## src/rtl/edge_pulse_meter_if.sv

```systemverilog
// rtl/edge_pulse_meter_if.sv - measurement result channel between meter and readout logic
interface edge_pulse_meter_if #(
   parameter int CNT_W = 16
);
   logic             meas_valid;
   logic             meas_ready;
   logic [CNT_W-1:0] high_cnt;
   logic [CNT_W-1:0] period_cnt;
   logic             sat;

   modport master (
      output meas_valid,
      output high_cnt,
      output period_cnt,
      output sat,
      input  meas_ready
   );

   modport slave (
      input  meas_valid,
      input  high_cnt,
      input  period_cnt,
      input  sat,
      output meas_ready
   );
endinterface

```

## src/rtl/edge_pulse_meter.sv

```systemverilog
// rtl/edge_pulse_meter.sv - high-time and period meter driven by rise/down edge pulses
module edge_pulse_meter #(
   parameter int CNT_W = 16
) (
   input  logic                clk,
   input  logic                rst_n,
   input  logic                enable,
   input  logic                rise,
   input  logic                down,
   input  logic                clr_flags,
   edge_pulse_meter_if.master  res,
   output logic                dropped,
   output logic                proto_err,
   output logic                busy
);
   typedef enum logic [1:0] {IDLE, ARM, HIGH, LOW} state_t;

   localparam logic [CNT_W-1:0] CNT_MAX = '1;
   localparam logic [CNT_W-1:0] CNT_ONE = CNT_W'(1);

   state_t           state;
   logic [CNT_W-1:0] cnt;
   logic [CNT_W-1:0] high_lat;
   logic [CNT_W-1:0] cnt_inc;
   logic             ev_both;
   logic             ev_rise;
   logic             ev_down;
   logic             complete;
   logic             out_free;

   // Coincident rise and down are treated as no event at all.
   assign ev_both  = rise & down;
   assign ev_rise  = rise & ~down;
   assign ev_down  = down & ~rise;
   assign cnt_inc  = (cnt == CNT_MAX) ? cnt : cnt + CNT_ONE;
   assign complete = enable && (state == LOW) && ev_rise;
   assign out_free = !res.meas_valid || res.meas_ready;

   always_ff @(posedge clk or posedge rst_n) begin
      if (rst_n) begin
         state      <= IDLE;
         cnt        <= '0;
         high_lat   <= '0;
         busy       <= 1'b0;
      end else if (!enable) begin
         state      <= IDLE;
         cnt        <= '0;
         busy       <= 1'b0;
      end else begin
         case (state)
            IDLE: begin
               state <= ARM;
               busy  <= 1'b0;
            end
            ARM: begin
               if (ev_rise) begin
                  state <= HIGH;
                  cnt   <= CNT_ONE;
                  busy  <= 1'b1;
               end
            end
            HIGH: begin
               busy <= 1'b1;
               if (ev_down) begin
                  high_lat <= cnt;
                  cnt      <= cnt_inc;
                  state    <= LOW;
               end else if (ev_rise) begin
                  cnt <= CNT_ONE;
               end else begin
                  cnt <= cnt_inc;
               end
            end
            LOW: begin
               busy <= 1'b1;
               if (ev_rise) begin
                  cnt   <= CNT_ONE;
                  state <= HIGH;
               end else begin
                  cnt <= cnt_inc;
               end
            end
            default: begin
               state <= IDLE;
               cnt   <= '0;
               busy  <= 1'b0;
            end
         endcase
      end
   end

   // Result register: data fields only change when a new result is accepted.
   always_ff @(posedge clk or posedge rst_n) begin
      if (rst_n) begin
         res.meas_valid <= 1'b0;
         res.high_cnt   <= '0;
         res.period_cnt <= '0;
         res.sat        <= 1'b0;
      end else if (complete && out_free) begin
         res.meas_valid <= 1'b1;
         res.high_cnt   <= high_lat;
         res.period_cnt <= cnt;
         res.sat        <= (high_lat == CNT_MAX) || (cnt == CNT_MAX);
      end else if (res.meas_valid && res.meas_ready) begin
         res.meas_valid <= 1'b0;
      end
   end

   // Sticky flags: a set in the same cycle as clr_flags wins.
   always_ff @(posedge clk or posedge rst_n) begin
      if (rst_n) begin
         dropped   <= 1'b0;
         proto_err <= 1'b0;
      end else begin
         if (clr_flags) begin
            dropped   <= 1'b0;
            proto_err <= 1'b0;
         end
         if (complete && !out_free) begin
            dropped <= 1'b1;
         end
         if (ev_both) begin
            proto_err <= 1'b1;
         end
      end
   end
endmodule

```

## src/flat_wrapper.sv

```systemverilog
// flat-port wrapper written by rule: the top's interface ports become plain ports
module edge_pulse_meter_flat 
#(
   parameter int CNT_W = 16
)
  (clk, rst_n, enable, rise, down, clr_flags, dropped, proto_err, busy, res_meas_valid, res_high_cnt, res_period_cnt, res_sat, res_meas_ready);
  edge_pulse_meter_if #(.CNT_W(CNT_W)) res_i ();
  input  logic clk;
  input  logic rst_n;
  input  logic enable;
  input  logic rise;
  input  logic down;
  input  logic clr_flags;
  output logic dropped;
  output logic proto_err;
  output logic busy;
  output wire logic [$bits(res_i.meas_valid)-1:0] res_meas_valid;
  output wire logic [$bits(res_i.high_cnt)-1:0] res_high_cnt;
  output wire logic [$bits(res_i.period_cnt)-1:0] res_period_cnt;
  output wire logic [$bits(res_i.sat)-1:0] res_sat;
  input wire logic [$bits(res_i.meas_ready)-1:0] res_meas_ready;
  assign res_meas_valid = res_i.meas_valid;
  assign res_high_cnt = res_i.high_cnt;
  assign res_period_cnt = res_i.period_cnt;
  assign res_sat = res_i.sat;
  assign res_i.meas_ready = res_meas_ready;
  edge_pulse_meter #(.CNT_W(CNT_W)) u_core (.clk(clk), .rst_n(rst_n), .enable(enable), .rise(rise), .down(down), .clr_flags(clr_flags), .res(res_i), .dropped(dropped), .proto_err(proto_err), .busy(busy));
endmodule
```

## config.mk

```make
export PLATFORM = sky130hd
export DESIGN_NAME = edge_pulse_meter_flat
export DESIGN_NICKNAME = d
export VERILOG_FILES = /design/src/rtl/edge_pulse_meter_if.sv /design/src/rtl/edge_pulse_meter.sv /design/src/flat_wrapper.sv
export SDC_FILE = /design/constraint.sdc
export NUM_CORES = 1
export LEC_CHECK = 0
export BUFFER_PORTS_ARGS = -buffer_cell sky130_fd_sc_hd__buf_4
export CORE_MARGIN = 4
export CORE_UTILIZATION = 57
export CTS_CLUSTER_DIAMETER = 30
export CTS_CLUSTER_SIZE = 20
export DETAILED_ROUTE_END_ITERATION = 7
export HOLD_SLACK_MARGIN = 0.08
export PLACE_DENSITY = 0.82
export SLEW_MARGIN = 20
export SYNTH_ARGS = -nofsm -noshare
export SYNTH_HDL_FRONTEND = slang
export SYNTH_SLANG_ARGS = --single-unit
export TNS_END_PERCENT = 10
```

## constraint.sdc

```tcl
create_clock -name clk -period 2.2 [get_ports clk]
set_input_delay 0 -clock clk [delete_from_list [all_inputs] [get_ports clk]]
set_output_delay 0 -clock clk [all_outputs]
set_load 0.1 [all_outputs]
```

# [Word-level counts from Yosys, hierarchy flattened]
# Index checks and enable logic that the tools add are counted.
[totals] ff_bits=71 output_inout_bits=37 elab_cells=61 input_bits=7
[op_classes] eq_ne=9 addsub=1 bitwise=5 reduce_logical=18 n_mux=18
[ops] operator="16-bit two-way mux" count=5
[ops] operator="16-bit one-hot mux with 3 select lines" count=1
[ops] operator="16-bit == test (second input constant)" count=2
[ops] operator="16-bit by 1-bit adder with 16-bit output (second input constant)" count=1
[ops] operator="3-bit by 2-bit inequality test with 1-bit output (second input constant)" count=3
[ops] operator="1-bit two-way mux" count=7
[ops] operator="2-bit two-way mux" count=3
[ops] operator="2-bit one-hot mux with 3 select lines" count=1
[ops] operator="2-bit nonzero test" count=3
[ops] operator="1-bit logical AND" count=5
[ops] operator="2-bit == test (second input constant)" count=2
[ops] operator="4-bit by 1-bit inequality test with 1-bit output (second input constant)" count=1
[ops] operator="2-bit AND reduction" count=2
[ops] operator="2-bit OR reduction" count=2
[ops] operator="1-bit AND" count=3
[ops] operator="1-bit one-hot mux with 3 select lines" count=1
[ops] operator="3-bit AND reduction" count=1
[ops] operator="2-bit by 1-bit == test with 1-bit output (second input constant)" count=1
[ops] operator="1-bit zero test" count=2
[ops] operator="2-bit zero test" count=1
[ops] operator="1-bit logical OR" count=2
[ops] operator="1-bit NOT" count=2

# [Longest topological paths before layout]
# Gate-level depths: netlist of the first run.
[depth] word_depth=6 ltp_mapped=7 ltp_nobuf=6

# [Worst setup path before layout of the first run]
# OpenSTA, ideal clock, no wires.
[synth_path] path_type="register to register" from="reg u_core.res.meas_valid" to="reg u_core.res.high_cnt[10]" t_arrival_ps=1803 slack_ps=270 n_path_buf=2 stages_incl_launch_ff=6 setup_ps=126 cell_sequence="dfrtp_1 -> nand2b_1 -> nor2b_4 -> buf_6 -> buf_12 -> mux2_4"
[synth_between] elab_chain_cells=3
[synth_rtl] element="start: declaration" line_no="edge_pulse_meter_if.sv:12" source="output meas_valid,"
[synth_rtl] element="start signal: assignment" line_no="edge_pulse_meter.sv:95" source="res.meas_valid <= 1'b0;"
[synth_rtl] element="start signal: assignment" line_no="edge_pulse_meter.sv:100" source="res.meas_valid <= 1'b1;"
[synth_rtl] element="start signal: assignment" line_no="edge_pulse_meter.sv:105" source="res.meas_valid <= 1'b0;"
[synth_rtl] element="1-bit zero test" line_no="edge_pulse_meter.sv:37" source="assign out_free = !res.meas_valid || res.meas_ready;"
[synth_rtl] element="1-bit logical OR" line_no="edge_pulse_meter.sv:37"
[synth_rtl] element="1-bit logical AND" line_no="edge_pulse_meter.sv:99" source="end else if (complete && out_free) begin"
[synth_rtl] element="end signal: assignment" line_no="edge_pulse_meter.sv:101" source="res.high_cnt <= high_lat;"
[synth_rtl] element="end: declaration" line_no="edge_pulse_meter_if.sv:13" source="output high_cnt,"
# Every way passes these cells.
# A chain may end at the register's enable or synchronous reset.

# [Worst setup path after layout of the first run]
[layout_path] from="reg u_core.cnt[0]" to="reg u_core.cnt[9]"
[layout_between] elab_chain_cells=6
[layout_rtl] element="start: declaration" line_no="edge_pulse_meter.sv:22" source="logic [CNT_W-1:0] cnt;"
[layout_rtl] element="start signal: assignment" line_no="edge_pulse_meter.sv:66" source="cnt <= cnt_inc;"
[layout_rtl] element="start signal: assignment" line_no="edge_pulse_meter.sv:71" source="cnt <= cnt_inc;"
[layout_rtl] element="start signal: assignment" line_no="edge_pulse_meter.sv:80" source="cnt <= cnt_inc;"
[layout_rtl] element="16-bit by 1-bit adder with 16-bit output / 16-bit == test (equally long branches)" line_no="edge_pulse_meter.sv:35" source="assign cnt_inc = (cnt == CNT_MAX) ? cnt : cnt + CNT_ONE;"
[layout_rtl] element="16-bit two-way mux *" line_no="edge_pulse_meter.sv:35"
[layout_rtl] element="16-bit two-way mux" line_no="edge_pulse_meter.sv:68, edge_pulse_meter.sv:76"
[layout_rtl] element="16-bit two-way mux" line_no="edge_pulse_meter.sv:64" source="if (ev_down) begin"
[layout_rtl] element="16-bit one-hot mux with 3 select lines *" line_no="edge_pulse_meter.sv:50" source="case (state)"
[layout_rtl] element="16-bit two-way mux *" line_no="edge_pulse_meter.sv:45" source="end else if (!enable) begin"
# Every way passes the cells marked *; elsewhere a longest branch is shown, timed or not.

==> results of run 1 <==
flip-flops by register name, summed over array words and instances, names as in the netlist:
name and count:
u_core.cnt 16, u_core.high_lat 16, u_core.res.high_cnt 16, u_core.res.period_cnt 16, u_core.state 2, u_core.busy 1, u_core.dropped 1, u_core.proto_err 1
u_core.res.meas_valid 1, u_core.res.sat 1
stage by stage:
step | std cells | utilization [%] | hold WS (ps)
global route | 370 | 70.0 | 237
detailed placement | 347 | 65.7 | 13.5
finish | 370 | 70.0 | 204
global placement | 347 | 65.7 | 10.6
CTS | 370 | 70.0 | 210
floorplan | 234 | - | 109
critical path, cell delays in order (launching register included):
cell                      delay (ps)
sky130_fd_sc_hd__dfrtp_1         470
sky130_fd_sc_hd__ha_1            270
sky130_fd_sc_hd__and4_1          230
sky130_fd_sc_hd__and4_4          250
sky130_fd_sc_hd__nor4_4          310
sky130_fd_sc_hd__xnor2_1         150
sky130_fd_sc_hd__nor2_1           60
logic make-up (layout without fill, tap and decap cells):
group,after synthesis,after routing,synth area share [%]
muxes,48,48,19.7
adders and majority gates,1,1,0.381
AOI/OAI and AO/OA,24,24,4.84
xor gates and xnor gates,10,10,2.67
DFF,71,71,54.1
buffers and inverters,11,75,3.66
and+or+nand+nor,69,69,14.7
power by group:
part           total (mW)  switching (mW)  internal, mW
sequential           1.33          0.0151          1.32
combinational       0.184           0.129        0.0550
clock               0.890           0.451         0.440
total                2.41           0.595          1.81
path summary, 6_finish.rpt:
kind,from,end,cells past startpoint
min in group clk,clr_flags,u_core.dropped,3
max in group asynchronous,rst_n,u_core.dropped,4
worst max-delay path,u_core.cnt[0],u_core.cnt[9],6
worst max register to register,u_core.cnt[0],u_core.cnt[9],6
worst min-delay path,rst_n,u_core.res.high_cnt[8],3
worst min register to register,u_core.res.period_cnt[6],u_core.res.period_cnt[6],1
cells in the final DEF, fill, tap and decap left out, types with 2 or more instances in the layout:
master | netlist | final
sky130_fd_sc_hd__nor2_1 | 14 | 14
sky130_fd_sc_hd__dfrtp_1 | 71 | 71
sky130_fd_sc_hd__clkbuf_1 | 0 | 3
sky130_fd_sc_hd__and4_4 | 2 | 2
sky130_fd_sc_hd__nand2_1 | 11 | 11
sky130_fd_sc_hd__buf_4 | 0 | 47
sky130_fd_sc_hd__nor3_1 | 4 | 4
sky130_fd_sc_hd__and3_1 | 3 | 3
sky130_fd_sc_hd__a21oi_1 | 7 | 7
sky130_fd_sc_hd__a31oi_1 | 2 | 2
sky130_fd_sc_hd__o2bb2ai_1 | 2 | 2
sky130_fd_sc_hd__o21a_1 | 2 | 2
sky130_fd_sc_hd__dlygate4sd3_1 | 0 | 7
sky130_fd_sc_hd__o21ai_0 | 5 | 5
sky130_fd_sc_hd__nor4_4 | 3 | 3
sky130_fd_sc_hd__mux2_2 | 20 | 20
sky130_fd_sc_hd__nand4_1 | 7 | 7
sky130_fd_sc_hd__clkinv_2 | 0 | 2
sky130_fd_sc_hd__nor2b_1 | 3 | 3
sky130_fd_sc_hd__and4_1 | 2 | 2
sky130_fd_sc_hd__nand3_1 | 5 | 5
sky130_fd_sc_hd__mux2_4 | 28 | 28
sky130_fd_sc_hd__and2_1 | 2 | 2
sky130_fd_sc_hd__inv_1 | 4 | 3
sky130_fd_sc_hd__xnor2_1 | 8 | 8
sky130_fd_sc_hd__nor4b_4 | 2 | 2
sky130_fd_sc_hd__clkbuf_8 | 0 | 10
sky130_fd_sc_hd__xor2_1 | 2 | 2
layer usage:
metal  vias to the layer above  wire, um
li1                        971         -
met1                       989      2880
met2                        54      2830
met3                        12       346
met4                         0       112
met5                         -         0
layout make-up:
class	instances	area (um^2)
inverter	4	15.0
fill	394	1660
clock buffer	13	149
tap	72	90.1
timing repair buffer	55	443
clock inverter	3	18.8
multi-input combinational	152	1390
sequential	71	1780
==> results.txt, run 1 <==
The run finished with clean final reports. Across all setup checks in the final design, the least slack found is 342 ps. In the routed design, unresolved DRC markers number 0. The share of the synthesized area in the top cell type is 54.1%. The number of port buffers came out at 43. The arrival time of data at the critical path endpoint is a little over 2000 ps. The area growth from synthesis to layout is 18.1%. The number of max-slew violations in the final report came out at 0. In the synthesized netlist the dominant register cell turns out to be sky130_fd_sc_hd__dfrtp_1.

The measured slew at the worst slew-check pin came out at 600 ps. The number of distinct library cells after synthesis is 43. Counting flops and latches in the post-synthesis netlist gives 71. The min-delay analysis places its worst path in the category in2async. The wire length of the first global-routing pass came out at 10.6 mm.

The number of nets in the layout is 301. The type of the setup path with the least slack is reg2reg. The final period utilization is 84.4%. Before antenna repair, the detailed router went through 4 iterations. The register-to-register path setup slack is 340 ps.

The post-route standard cell area excluding fillers is 3880 um^2. The top achievable clock speed came out at 538 MHz. Clock-pin slew was measured on the worst setup and hold paths at 70 ps. The maximum clock skew at final layout is 4.98 ps. Setup violations remaining at the end of the flow were counted as 0.

Of all nets on the critical path, the largest fanout is 11. Sorting the synthesized cells by area gives the leading types as sky130_fd_sc_hd__dfrtp_1 (54%), sky130_fd_sc_hd__mux2_4 (13%), sky130_fd_sc_hd__mux2_2 (6.9%). The count of boundary I/O pins is 44.

After the first detailed-routing iteration, the DRC count stood at 121. The required time reported for the critical path endpoint came out at 2410 ps. The number of antenna violations at the first check in global routing was 0. The die extent in y is 83.9 um. The commonest cells after synthesis are sky130_fd_sc_hd__dfrtp_1 (71), sky130_fd_sc_hd__mux2_4 (28), sky130_fd_sc_hd__mux2_2 (20). For met1 alone, demand over resource in global routing was 27.2%.

Among all cell types in the netlist, the one instantiated most often is sky130_fd_sc_hd__dfrtp_1. The leading area contributor after synthesis is sky130_fd_sc_hd__dfrtp_1. The buffer count from post-CTS setup fixing came out at 0. The proportion of layout cells with a drive suffix above 1 came out at 41.6%. The overall track demand over capacity in global routing is 19.2%. The final layout contains routed wiring with a total length of 6.16 mm.

The worst slack at placement is 372 ps. The worst slew margin relative to its limit is 60.0%. For this configuration, the core starts out at a cell density of around three fifths. The source-to-sink clock delay at the later pin of the worst-skew pair is 340 ps. Setup repair after global routing left no endpoint under its margin. The cell area power density is 621 nW/um^2. The number of hold buffers added after CTS was 7.

The number of instances in the synthesized netlist is 234. The die outline width is around 84 um. The number of hold-slack violations in the final timing report came out at 0.

The count of maximum capacitance violations came out at 0. The fraction of registers with async set/reset came out at 100%. The met3 usage came out at 6.02%. IR analysis of the VDD net gives a maximum drop of ~440 uV. In this run the most used layer during global routing was met2. A synthesized cell averages between 10 and 15 um^2. The final total negative setup slack is 0 ps.

The number of global-route vias before repair came out at 2,133. Counting flops with a built-in enable in the synthesized netlist gives 0. Buffers inserted during clock tree synthesis total 9. The number of antenna-violating nets in the routed design came out at 0. The root cell of the clock tree is sky130_fd_sc_hd__clkbuf_8. The weighted congestion reported at the end of routability-driven placement is 0.842. The register area share after synthesis came out at 54.1%. The maximum buffer depth of the clock tree came out at 2.

Summing every instance area after synthesis gives 3280 um^2. The half-perimeter wire length after placement came out at around 4.3 mm. The total cell area at the placement stage came out at 3640 um^2. After global routing the overflow that remains totals 0. The number of levels in the clock H-tree came out at 3. The average vias per placed instance is roughly 5.5. Once the clock tree was built, the resizer swapped 0 gates to a different size.

The final period demand of the worst path is roughly 1900 ps. Overall power consumption after layout is estimated at 2.41 mW. TritonCTS built the clock tree. The final route contains ~2,000 vias.

The warning count from the yosys run is 0. In this run the static leakage power is about 1.8 nW. For met2 alone, demand over resource in global routing was about 28%. The core box area is approximately 5500 um^2. Entering global routing, the biggest net connects 35 pins. The floorplan step defined a die boundary enclosing a little over 7000 um^2. The repair_antennas step left the layout with diodes totalling 0. The startpoint class of the critical path is a register. In the final routed layout, each cell accounts on average for roughly 17 um. Counting every sink on the clock net gives 71.

The total nets after synthesis came out at roughly 240. The site row count is 27. STA classifies the critical path endpoint as a register.
(Power assumes the default switching activity.)
==> inputs of run 2 (changes only) <==
- CORE_UTILIZATION: 57 -> 51
- PLACE_DENSITY: 0.82 -> 0.78
- clock period: 2.2 -> 1.6 ns (I/O delays scaled with it)
==> results.txt, run 2 (synthesis results as in run 1) <==
Across the VDD grid, the largest voltage drop is ~480 uV. The met3 routed wirelength is 297 um. The detailed route wirelength on metal2 came out at roughly 3.6 mm. In the global route stage, overall resource usage came out at 19.1%. The die area is 7790 um^2. The die extent in y came out at 88.2 um. The routed length on met1 came out at ~3.2 mm. The total setup violations reported at the end of the flow came out at 13. The cell sitting at the root of the clock tree is a sky130_fd_sc_hd__clkbuf_8.

The flow ran to the end, but the final reports show violations. The number of max-slew violations in the final report is 0. In the layout the commonest cells are sky130_fd_sc_hd__buf_4 (72), sky130_fd_sc_hd__dfrtp_1 (70), sky130_fd_sc_hd__mux2_4 (32).

The slowest stage of the critical path is the sky130_fd_sc_hd__dfrtp_1 cell. STA classifies the critical path endpoint as a register. For the pin with the worst max-slew slack, the measured transition is 458 ps.

The total clock buffers created by CTS is 9. The routed via count is 2,220. The number of iterations in the first detailed-routing pass came out at 4.

In the post-route analysis, the smallest setup slack over all paths is -125 ps. Broken down by cell family, the worst path's largest delay share belongs to simple AND/OR/NAND/NOR gates. The post-route standard cell area excluding fillers is 4320 um^2.

The antenna cell count came out at 0. The signal on the critical path passes through ha_2 -> and4_1 -> buf_4 -> nand4_1 -> buf_4 -> and4bb_2 -> xnor2_1 -> nor2_1. The weighted congestion reported at the end of routability-driven placement came out at between 0.8 and 0.9. Once detailed placement completed, the half-perimeter wirelength came to 4.77 mm.

The number of nets in the layout came out at 334. The leakage power figure came out at ~2.1 nW. The wire length reported by the detailed router came out at 7.22 mm. The wire length of the first global-routing pass came out at 11.3 mm. The sequential standard cell area is around 1800 um^2.

After detailed routing, the average wire length per cell comes to 17.8 um. The core box area came out at roughly 6000 um^2. The number of antenna-violating nets in the routed design is 0. The number of clock sinks is 71. For the final routed database, the setup TNS stands at -367 ps.

The number of hold-slack violations in the final timing report came out at 0. By instance count, the cell type seen most on the critical path is sky130_fd_sc_hd__buf_4. Measured against its own limit, the worst slew margin works out to a little under 70%.

Leaving out fill and tap cells, the most frequent cell in the layout is sky130_fd_sc_hd__buf_4. The die outline width is 88.2 um. The number of remaining DRC errors is 0. The critical-path maximum fanout came out at 2. Of the available clock period, the critical path in the final layout requires 108%. The worst hold path class is in2reg. The violation count after the first detailed-routing iteration is 202.

The count of boundary I/O pins is 44. The number of global-route vias before repair is roughly 2,300. The arrival time of data at the critical path endpoint came out at 1950 ps. The source-to-sink clock delay at the later pin of the worst-skew pair is approximately 330 ps. Setup repair after global routing could not meet its margin everywhere. TritonCTS built the clock tree. The site row count came out at 28. The count of maximum capacitance violations came out at 0. The required time reported for the critical path endpoint came out at 1830 ps. Entering global routing, the biggest net connects 37 pins. The relative area change from synthesis to final layout is 31.5%. The final reports fail on setup timing. The type of the setup path with the least slack is reg2reg.

The register clock-pin slew on the reported worst setup and hold paths is 70 ps. The number of levels in the clock H-tree came out at 3. The fill cell total of the finished layout came out at 418. Timing would allow up to slightly below 600 MHz. For this run, the slowest stage of the critical path takes 380 ps.

For this configuration, the core starts out at a cell density of 53.9%. The buffers plus inverters on the worst setup path came out at 2. The multi-input gate area in the final layout came out at 1460 um^2.

The number of antenna violations at the first check in global routing came out at 0. The final period demand of the worst path is 1720 ps. The average vias per placed instance came out at 5.47. In this run the top signal layer used is met4. The proportion of layout cells with a drive suffix above 1 came out at slightly above 50%. Once placement finished, the instance area stood at ~4000 um^2. No sink is reached through more buffers than the 2 on the longest clock path. The number of port buffers came out at 43. The cell area power density came out at approximately 850 nW/um^2.

The maximum clock skew at final layout came out at 6.52 ps. The startpoint class of the critical path is a register. The total congestion overflow came out at 0.
run 2: routing by layer:
layer | vias to the layer above | global-route usage, %
met4 | 0 | 7.55
met3 | 14 | 3.45
li1 | 1034 | -
met1 | 1109 | 25.9
met2 | 63 | 30.5
met5 | - | 0
run 2: final timing paths:
check / to / startpoint / cells past startpoint / slack [ps]
worst max-delay path: u_core.cnt[8] / u_core.cnt[1] / 8 / -120
worst min-delay path: u_core.state[1] / down / 4 / 190
worst max register to register: u_core.cnt[8] / u_core.cnt[1] / 8 / -120
worst min register to register: u_core.res.period_cnt[3] / u_core.res.period_cnt[3] / 1 / 510
max in group asynchronous: u_core.res.meas_valid / rst_n / 4 / 880
min in group asynchronous: u_core.res.high_cnt[5] / rst_n / 4 / 340
run 2: repair_timing:
item | CTS | global route
resized for setup | 3 | 14
gates cloned | 0 | 0
buffers inserted | 0 | 4
endpoints found under the hold margin | 80 | 0
pin swaps | 6 | 14
setup endpoints to repair | 10 | 31
hold buffers | 9 | 0
run 2: cell type report:
| cell class | count | share of cell area [%] |
|---|---|---|
| multi-input combinational | 152 | 33.7 |
| clock inverter | 5 | 1.91 |
| clock buffer | 11 | 3.04 |
| timing repair buffer | 88 | 17.4 |
| tap | 75 | 2.17 |
| sequential | 71 | 41.2 |
| inverter | 4 | 0.435 |
run 2: metrics by stage:
| step | util [%] | hold WS (ps) | cells | worst slack [ps] | power [mW] |
|---|---|---|---|---|---|
| final | 70.8 | 192 | 406 | -125 | 3.65 |
| after global routing | 70.8 | 228 | 406 | -164 | 3.78 |
| after CTS | 69.4 | 132 | 402 | -59.5 | 3.68 |
| after detailed placement | 64.2 | 158 | 377 | -103 | 2.13 |
| after global placement | 64.2 | 155 | 377 | -57.7 | 2.13 |
| after floorplan | - | 109 | 234 | -144 | 2.05 |
run 2: worst register-to-register path, delay by kind of cell, from the launching register on:
kind	cells	cell delay, ps
xor+xnor	1	130
fa+ha+maj	1	200
buf+inv	2	290
flops	1	380
simple gates	4	610
run 2: where the power goes:
group          switching (mW)  internal (mW)
clock network           0.653          0.882
logic                   0.196         0.0986
registers              0.0127           1.81
total                   0.861           2.79
==> inputs of run 3 (changes only) <==
- CORE_MARGIN: 4 -> 2
==> results.txt, run 3 (synthesis results as in run 1) <==
The count of maximum capacitance violations came out at 0. The maximum vdd drop came out at 579 uV. The worst slew margin relative to its limit came out at 59.3%. The number of global-route vias before repair came to roughly 2,200. The final period utilization came out at roughly 100%. Global routing used between 10% and 20% of the available tracks. The required time reported for the critical path endpoint is 1840 ps. The fraction of power consumed by sequential logic came out at 52.3%. The library cell used most frequently in the layout, excluding fill and tap cells, is sky130_fd_sc_hd__buf_4. The number of hold-slack violations in the final timing report was 0. The share of power burned in combinational logic came out at 8.2%. The switching power is roughly 0.9 mW. The worst slack at placement is -89.4 ps.

From bottom edge to top edge, the die measures 84.2 um. The count of boundary I/O pins came out at 44. The arrival time of data at the critical path endpoint came out at 1840 ps. Measured in cells, the most critical reg-to-reg path has a length of 6. The H-tree generated during clock tree synthesis spans 3 levels. The number of cells on the worst hold path is 4.

The critical-path maximum fanout came out at 10. The maximum buffer depth of the clock tree is 2. The number of iterations in the first detailed-routing pass is 4.

The cell area power density came out at 829 nW/um^2. The die outline width came out at roughly 84 um. At the end of the flow, the number of nets in the layout was 331. The die area is about 7000 um^2. The routed via count came out at around 2,200. The number of max-slew violations in the final report came out at 0.

The cell count after placement came out at 380. The number of antenna violations at the first check in global routing is 0. The relative area change from synthesis to final layout is 28.4%. STA classifies the critical path startpoint as a register. The detailed router finished its first iteration with 129 violations. TritonCTS built the clock tree.

The total clock buffers created by CTS came out at 9. The average vias per placed instance is 5.39. For this run the aggregate overflow at the end of global routing stands at 0. The starting density of the core is 52.3%. The routed design has 6.44 mm of wire. In this run the remaining antenna-violating nets after routing total 0. The number of remaining DRC errors came out at 0.

The least setup slack across all paths after layout is approximately 5.4 ps. The maximum clock skew at final layout came out at roughly 9.4 ps. After detailed routing, the average wire length per cell comes to 15.9 um.

The register clock-pin slew on the reported worst setup and hold paths came out at 80 ps. The critical register-to-register path startpoint is u_core.cnt[1]. Setup repair after global routing could not meet its margin everywhere.

The number of port buffers is 43. The antenna cell count came out at 0. In this run the most critical hold path is launched from down.

The library cells used most frequently in the layout, excluding fill and tap cells, are sky130_fd_sc_hd__buf_4 (73), sky130_fd_sc_hd__dfrtp_1 (70), sky130_fd_sc_hd__mux2_4 (31). For this run, the number of standard cells in the final layout without fillers is between 400 and 500. The half-perimeter wire length after placement came out at approximately 4.6 mm. In this run the static leakage power is 2.02 nW. The source-to-sink clock delay at the later pin of the worst-skew pair is 350 ps. The portion of total power attributed to the clock network is between 30% and 40%. The maximum number of pins on one net before global-route repair is 29. The internal portion of total power came out at 2.61 mW. The total setup violations reported at the end of the flow is 0. The sink of the worst hold path is u_core.res.meas_valid.

In this run the register-to-register setup slack is 5 ps. The switching fraction of total power is 25.3%. Derived from the worst setup path, the maximum achievable clock frequency is 627 MHz. The final period demand of the worst path is ~1600 ps. The number of clock sinks came out at 71.

The proportion of layout cells with a drive suffix above 1 is between 40% and 50%. The wire length of the first global-routing pass is 10.9 mm. Row generation in the floorplan step produced 29 rows.

The weighted congestion reported at the end of routability-driven placement came out at just under 0.8. The endpoint kind of the worst setup timing path is a register. For the pin with the worst max-slew slack, the measured transition is 609 ps. The floorplan step defined a core boundary enclosing 6280 um^2.

The destination of the worst register-to-register timing path is u_core.cnt[7]. The flow ran to the end, and the final reports show no timing, DRC or antenna violations. The tree is rooted in a sky130_fd_sc_hd__clkbuf_8. The critical path in this run is classified as reg2reg. The worst hold path class is in2reg.
[run 3: power by group through the flow]
stage	clock (mW)	combinational, mW	sequential (mW)
floorplan	0	0.0995	1.95
global placement	0	0.267	1.86
detailed placement	0	0.273	1.86
CTS	1.40	0.288	1.82
global route	1.49	0.310	1.83
finish	1.38	0.287	1.83
[run 3: layout make-up]
| class | instances | area, um^2 |
|---|---|---|
| Timing Repair Buffer | 85 | 709 |
| Inverter | 4 | 18.8 |
| Sequential cell | 71 | 1780 |
| Multi-Input combinational cell | 152 | 1430 |
| Fill cell | 456 | 2060 |
| Clock inverter | 6 | 62.6 |
| Clock buffer | 9 | 124 |
| Tap cell | 77 | 96.3 |
[run 3: layer usage]
| layer | wire length [um] | global-route usage [%] |
|---|---|---|
| met5 | 0 | 0 |
| met4 | 135 | 9.68 |
| met3 | 197 | 3.74 |
| met2 | 3120 | 29.7 |
| met1 | 2980 | 28.2 |
[run 3: worst max-delay path, cell delays in order (launching register included)]
cell	delay (ps)
sky130_fd_sc_hd__dfrtp_1	390
sky130_fd_sc_hd__ha_2	190
sky130_fd_sc_hd__and4_1	180
sky130_fd_sc_hd__and4_4	230
sky130_fd_sc_hd__nor4_4	300
sky130_fd_sc_hd__xnor2_1	150
sky130_fd_sc_hd__nor2_1	50
[run 3: worst max path at each step]
| stage | startpoint | to | slack, ps |
|---|---|---|---|
| 2_1_floorplan | u_core.cnt[0] | u_core.cnt[9] | -140 |
| 3_3_place_gp | u_core.state[1] | u_core.cnt[8] | -50 |
| 3_5_place_dp | u_core.state[1] | u_core.cnt[8] | -90 |
| 4_1_cts | u_core.cnt[0] | u_core.cnt[10] | -10 |
| 5_1_grt | u_core.cnt[1] | u_core.cnt[10] | -90 |
| 6_report | u_core.cnt[1] | u_core.cnt[7] | 5 |
[run 3: repair_timing]
action	CTS	global route
hold endpoints to repair	34	0
setup buffers	0	2
gates resized for setup	3	5
hold buffers	7	0
pin swaps	6	10
endpoints found under the setup margin	8	63
gates cloned	0	0
[run 3: stage by stage]
stage	power [mW]	cell area, um^2	utilization, %	hold WS [ps]	setup TNS, ps
finish	3.49	4220	67.2	104	0
global route	3.63	4220	67.2	142	-1420
CTS	3.52	4180	66.5	116	-11.8
detailed placement	2.13	3910	62.3	112	-313
global placement	2.13	3910	62.3	112	-69.8
floorplan	2.05	3300	-	109	-680
